--- src/rtl/exec_controller_if.sv ---
// Command/status bundle between the debug UART front end, the datapath and exec_controller.
// Master drives commands and datapath status; slave is the controller itself.
interface exec_controller_if #(
  parameter int UART_BITS  = 8,
  parameter int CYCLE_BITS = 32
);
  logic                  rx_done;
  logic [UART_BITS-1:0]  rx_data;
  logic                  loaded;
  logic                  halt;
  logic                  dump_done;
  logic                  enable;
  logic                  dump_req;
  logic [CYCLE_BITS-1:0] cycle_count;
  logic [2:0]            state;
  logic                  halted;

  modport master (
    output rx_done, rx_data, loaded, halt, dump_done,
    input  enable, dump_req, cycle_count, state, halted
  );

  modport slave (
    input  rx_done, rx_data, loaded, halt, dump_done,
    output enable, dump_req, cycle_count, state, halted
  );
endinterface

--- src/rtl/exec_controller.sv ---
// Debug execution sequencer: decodes UART commands into run/step/stop/clear, gates the
// datapath enable, counts executed cycles and requests a state dump after each stop.
module exec_controller #(
  parameter int                   UART_BITS  = 8,
  parameter int                   CYCLE_BITS = 32,
  parameter logic [UART_BITS-1:0] CMD_RUN    = 8'h52,
  parameter logic [UART_BITS-1:0] CMD_STEP   = 8'h53,
  parameter logic [UART_BITS-1:0] CMD_STOP   = 8'h50,
  parameter logic [UART_BITS-1:0] CMD_CLEAR  = 8'h43
) (
  input  logic               clk,
  input  logic               rst_n,
  exec_controller_if.slave   bus
);

  typedef enum logic [2:0] {
    ST_IDLE   = 3'd0,
    ST_RUN    = 3'd1,
    ST_STEP   = 3'd2,
    ST_DUMP   = 3'd3,
    ST_HALTED = 3'd4
  } state_t;

  state_t                state_reg, state_next;
  logic                  enable_reg, enable_next;
  logic                  dump_req_reg, dump_req_next;
  logic                  halted_reg, halted_next;
  logic [CYCLE_BITS-1:0] count_reg, count_next;

  logic cmd_run, cmd_step, cmd_stop, cmd_clear;
  logic halt_seen;
  logic clear_ok;

  assign cmd_run   = bus.rx_done && (bus.rx_data == CMD_RUN);
  assign cmd_step  = bus.rx_done && (bus.rx_data == CMD_STEP);
  assign cmd_stop  = bus.rx_done && (bus.rx_data == CMD_STOP);
  assign cmd_clear = bus.rx_done && (bus.rx_data == CMD_CLEAR);

  // Halt is only meaningful while the datapath is actually advancing.
  assign halt_seen = enable_reg && bus.halt;
  assign clear_ok  = cmd_clear && ((state_reg == ST_IDLE) || (state_reg == ST_HALTED));

  always_ff @(posedge clk or negedge rst_n) begin
    if (!rst_n) begin
      state_reg    <= ST_IDLE;
      enable_reg   <= 1'b0;
      dump_req_reg <= 1'b0;
      halted_reg   <= 1'b0;
      count_reg    <= '0;
    end else begin
      state_reg    <= state_next;
      enable_reg   <= enable_next;
      dump_req_reg <= dump_req_next;
      halted_reg   <= halted_next;
      count_reg    <= count_next;
    end
  end

  always_comb begin
    state_next = ST_IDLE;
    case (state_reg)
      ST_IDLE: begin
        if (cmd_run && bus.loaded)       state_next = ST_RUN;
        else if (cmd_step && bus.loaded) state_next = ST_STEP;
        else                             state_next = ST_IDLE;
      end
      ST_RUN:    state_next = (halt_seen || cmd_stop) ? ST_DUMP : ST_RUN;
      ST_STEP:   state_next = ST_DUMP;
      ST_DUMP: begin
        if (bus.dump_done) state_next = halted_reg ? ST_HALTED : ST_IDLE;
        else               state_next = ST_DUMP;
      end
      ST_HALTED: state_next = cmd_clear ? ST_IDLE : ST_HALTED;
      default:   state_next = ST_IDLE;
    endcase
  end

  // Outputs are decoded from the upcoming state so they line up with it cycle for cycle.
  always_comb begin
    enable_next   = (state_next == ST_RUN) || (state_next == ST_STEP);
    dump_req_next = (state_next == ST_DUMP);
    halted_next   = halted_reg;
    count_next    = count_reg;
    if (halt_seen)
      halted_next = 1'b1;
    if (enable_reg && !(&count_reg))
      count_next = count_reg + 1'b1;
    if (clear_ok) begin
      halted_next = 1'b0;
      count_next  = '0;
    end
  end

  assign bus.enable      = enable_reg;
  assign bus.dump_req    = dump_req_reg;
  assign bus.halted      = halted_reg;
  assign bus.cycle_count = count_reg;
  assign bus.state       = state_reg;

endmodule

--- src/flat_wrapper.sv ---
// flat-port wrapper written by rule: the top's interface ports become plain ports
module exec_controller_flat 
#(
  parameter int                   UART_BITS  = 8,
  parameter int                   CYCLE_BITS = 32,
  parameter logic [UART_BITS-1:0] CMD_RUN    = 8'h52,
  parameter logic [UART_BITS-1:0] CMD_STEP   = 8'h53,
  parameter logic [UART_BITS-1:0] CMD_STOP   = 8'h50,
  parameter logic [UART_BITS-1:0] CMD_CLEAR  = 8'h43
)
  (clk, rst_n, bus_rx_done, bus_rx_data, bus_loaded, bus_halt, bus_dump_done, bus_enable, bus_dump_req, bus_cycle_count, bus_state, bus_halted);
  exec_controller_if #(.UART_BITS(UART_BITS), .CYCLE_BITS(CYCLE_BITS)) bus_i ();
  input  logic clk;
  input  logic rst_n;
  input wire logic [$bits(bus_i.rx_done)-1:0] bus_rx_done;
  input wire logic [$bits(bus_i.rx_data)-1:0] bus_rx_data;
  input wire logic [$bits(bus_i.loaded)-1:0] bus_loaded;
  input wire logic [$bits(bus_i.halt)-1:0] bus_halt;
  input wire logic [$bits(bus_i.dump_done)-1:0] bus_dump_done;
  output wire logic [$bits(bus_i.enable)-1:0] bus_enable;
  output wire logic [$bits(bus_i.dump_req)-1:0] bus_dump_req;
  output wire logic [$bits(bus_i.cycle_count)-1:0] bus_cycle_count;
  output wire logic [$bits(bus_i.state)-1:0] bus_state;
  output wire logic [$bits(bus_i.halted)-1:0] bus_halted;
  assign bus_i.rx_done = bus_rx_done;
  assign bus_i.rx_data = bus_rx_data;
  assign bus_i.loaded = bus_loaded;
  assign bus_i.halt = bus_halt;
  assign bus_i.dump_done = bus_dump_done;
  assign bus_enable = bus_i.enable;
  assign bus_dump_req = bus_i.dump_req;
  assign bus_cycle_count = bus_i.cycle_count;
  assign bus_state = bus_i.state;
  assign bus_halted = bus_i.halted;
  exec_controller #(.UART_BITS(UART_BITS), .CYCLE_BITS(CYCLE_BITS), .CMD_RUN(CMD_RUN), .CMD_STEP(CMD_STEP), .CMD_STOP(CMD_STOP), .CMD_CLEAR(CMD_CLEAR)) u_core (.clk(clk), .rst_n(rst_n), .bus(bus_i));
endmodule
--- config.mk ---
export PLATFORM = sky130hd
export DESIGN_NAME = exec_controller_flat
export DESIGN_NICKNAME = d
export VERILOG_FILES = /design/src/rtl/exec_controller_if.sv /design/src/rtl/exec_controller.sv /design/src/flat_wrapper.sv
export SDC_FILE = /design/constraint.sdc
export NUM_CORES = 1
export LEC_CHECK = 0
export ABC_AREA = 1
export ABC_CLOCK_PERIOD_IN_PS = 2100
export CORE_MARGIN = 2
export CORE_UTILIZATION = 25
export DETAILED_ROUTE_END_ITERATION = 7
export GPL_TIMING_DRIVEN = 0
export PLACE_DENSITY = 0.43
export RECOVER_POWER = 100
export SETUP_SLACK_MARGIN = 0.02
export SLEW_MARGIN = 20
export SYNTH_ARGS = -nofsm -noshare
export SYNTH_HDL_FRONTEND = slang
export SYNTH_SLANG_ARGS = --single-unit
export TNS_END_PERCENT = 100
--- constraint.sdc ---
create_clock -name clk -period 2.1 [get_ports clk]
set_input_delay 0.21 -clock clk [delete_from_list [all_inputs] [get_ports clk]]
set_output_delay 0.21 -clock clk [all_outputs]
set_load 0.01 [all_outputs]
==> impl_metrics.csv <==
group,metric,value,unit
run_status,outcome,"finished clean",
sta,slew_violations,0,
synth,synth-async-reset-ratio,100,%
setup_path,cp-start-kind,"flip-flop",
route,ant_nets,0,
clock_tree,cts_sinks,38,
floorplan,die_height,106,um
final_layout,syn_to_final_growth,30.0,%
sta,layout_min_cycle_time,1890,ps
floorplan,fp-row-count,37,
sta,worst_pin_slew,986,ps
synth,yosys.area.top_type_share,36.5,%
floorplan,start_util,25.5,%
sta,fin_skew,6.07,ps
route,drtIter0Drc,106,
synth,synth_ff_type,"dfrtp_1",
synth,synth_edf_count,0,
final_layout,final_nets,474,
setup_path,cp.required,2290,ps
sta,setup_tns,0,ps
route,vias,2771,
setup_path,r2r.worst_path.cells,9,
final_layout,largest_reg_flops,32,
synth,yosys.area.top_type,"dfrtp_1",
sta,setup_ws,208,ps
sta,whs,516,ps
final_layout,final_cell_mix,"131 x nand2_1, 69 x nand3_1, 63 x nor2_1",
hold_path,hp-start,"bus_loaded",
sta,finalHoldViolCount,0,
clock_tree,worst_skew_pair.late_latency,300,ps
global_routing,overflow,0,
synth,synth_warnings,0,
sta,fin_crit_sh,90.1,%
power,ir_drop,343,uV
run,drv_cap,0,
synth,synth_cell_types,26,
final_layout,num_antenna_cells,0,
floorplan,ios,52,
setup_path,critPathCaptureType,"flip-flop",
final_layout,drive_gt1_share,6.52,%
synth,synth_area_leaders,"dfrtp_1 36%, nand2_1 19%, nand3_1 13%",
setup_path,crit_path_end,"u_core.bus.cycle_count[30]",
synth,seq_area_frac_synth,36.5,%
setup_path,r2r-start,"u_core.bus.cycle_count[0]",
final_layout,layout_commonest_cell,"nand2_1",
clock_tree,cts_tree,"yes",
setup_path,critPathLaunch,"u_core.bus.cycle_count[0]",
power,total_power,2.29,mW
global_routing,grt_max_degree,22,
placement,dp_hpwl,6800,um
route,drt_pre_antenna_iters,4,
sta,setup_violations,0,
synth,synth.avg_cell_area,6.54,sq um
floorplan,core,0.0102,sq mm
setup_path,critical_path.max_fanout,10,
placement,gp_congestion,0.891,
synth,syn_inst,399,
final_layout,fillCellCount,1114,
global_routing,grt_pass1_wl,13900,um
synth,syn-cell-area,0.00261,sq mm
global_routing,grt_pass1_vias,2569,
global_routing,antenna_found_initial,0,
final_layout,regArea,952,sq um
placement,dpl_worst_slack,85.4,ps
power,p_leak,1.63,nW
floorplan,die-width,106,um
hold_path,hold_class,"in2reg",
route,post_drt_via_cell_ratio,4.65,
clock_tree,path_clk_slew,80,ps
route,drt-total-wl,8690,um
sta,relSlewSlack,34.3,%
placement,port_buffers,51,
clock_tree,cts_max_path_buffers,2,
setup_path,r2r-end,"u_core.bus.cycle_count[30]",
synth,ys_ff_latch,38,
route,drc_errors,0,
final_layout,multi_input_area,0.00145,sq mm
power,power_density,674,mW/mm^2
setup_path,arrival,2080,ps
floorplan,die_area,0.0113,sq mm
sta,rsz0062_at_grt,"false",
global_routing,grt_usage,16.0,%
sta,fmax,529,MHz
clock_tree,cts_buffers,5,
clock_tree,root_buffer,"clkbuf_8",
setup_path,regToRegSetupSlack,210,ps
setup_path,crit_type,"reg2reg",
synth,syn-num-nets,414,
clock_tree,cts_max_level,2,
route,wl_per_cell,14.6,um
-- report_power, final --
part | internal (mW) | switching [mW] | total, mW | leakage [nW]
Sequential | 0.810 | 0.121 | 0.932 | 0.513
Clock | 0.266 | 0.285 | 0.550 | 0.0482
Combinational | 0.324 | 0.479 | 0.804 | 1.07
-- cells in the mapped netlist (2+ instances only) --
cell and instances:
buf_2 8, buf_6 3, dfrtp_1 38, inv_1 34, nand2_1 131, nand2_2 2, nand3_1 69, nand4_1 14
nor2_1 62, nor2_2 3, nor3_1 6, o21ai_0 2, xnor2_1 6, xor2_1 9
-- final cells by class --
type | instances | area share (%)
clock buffers | 7 | 2.55
plain buffers | 12 | 2.29
well taps | 136 | 5.02
repair buffers | 53 | 15.3
flip-flops and latches | 38 | 28.1
multi-input cells | 314 | 42.7
inverters | 35 | 3.87
clock inverters | 1 | 0.148
-- how the worst min path moves through the flow --
stage	end	slack (ps)	depth (start not counted)
finish	u_core.bus.enable	520	3
detailed placement	u_core.bus.cycle_count[7]	200	1
floorplan	u_core.bus.cycle_count[0]	-90	0
global placement	u_core.bus.halted	570	2
CTS	u_core.bus.cycle_count[7]	420	2
global route	u_core.bus.enable	520	3
-- metal layers --
layer  up-vias  global-route usage [%]  share of wire (%)
li1       1405                       -                  -
met1      1300                    22.0                 49
met2        55                    25.9                 47
met3        11                    2.33                2.7
met4         0                    4.89                1.4
met5         -                       0                  0
-- repair_timing --
item	4_1_cts	5_1_grt
resized for setup	0	2
hold buffers	1	0
hold endpoints to repair	17	0
buffers inserted	0	0
endpoints found under the setup margin	0	30
-- cells by family after synthesis --
group / share of synthesized area [%]
AND/OR/NAND/NOR: 48.2
flip-flops: 36.5
AO/OA/AOI/OAI: 1.77
XOR/XNOR: 5.04
adder cells (fa/ha/maj): 0.480
buffers and inverters: 8.01
-- through the flow --
| stage | util (%) | instance area, sq um | std cells |
|---|---|---|---|
| 2_1_floorplan | - | 2610 | 399 |
| 3_3_place_gp | 32.2 | 3290 | 586 |
| 3_5_place_dp | 32.4 | 3310 | 587 |
| 4_1_cts | 33.4 | 3410 | 596 |
| 5_1_grt | 33.1 | 3390 | 596 |
| 6_report | 33.1 | 3390 | 596 |
-- critical path: stages, from the launching register on --
cell     delay (ps)
dfrtp_2         470
ha_2            280
inv_1            60
nor2_1          170
nand2_2         130
nor2_4          170
a21oi_2         100
buf_2           210
nand3_1         120
nand2_1          60
No activity file was read; power rests on OpenSTA's default activity.
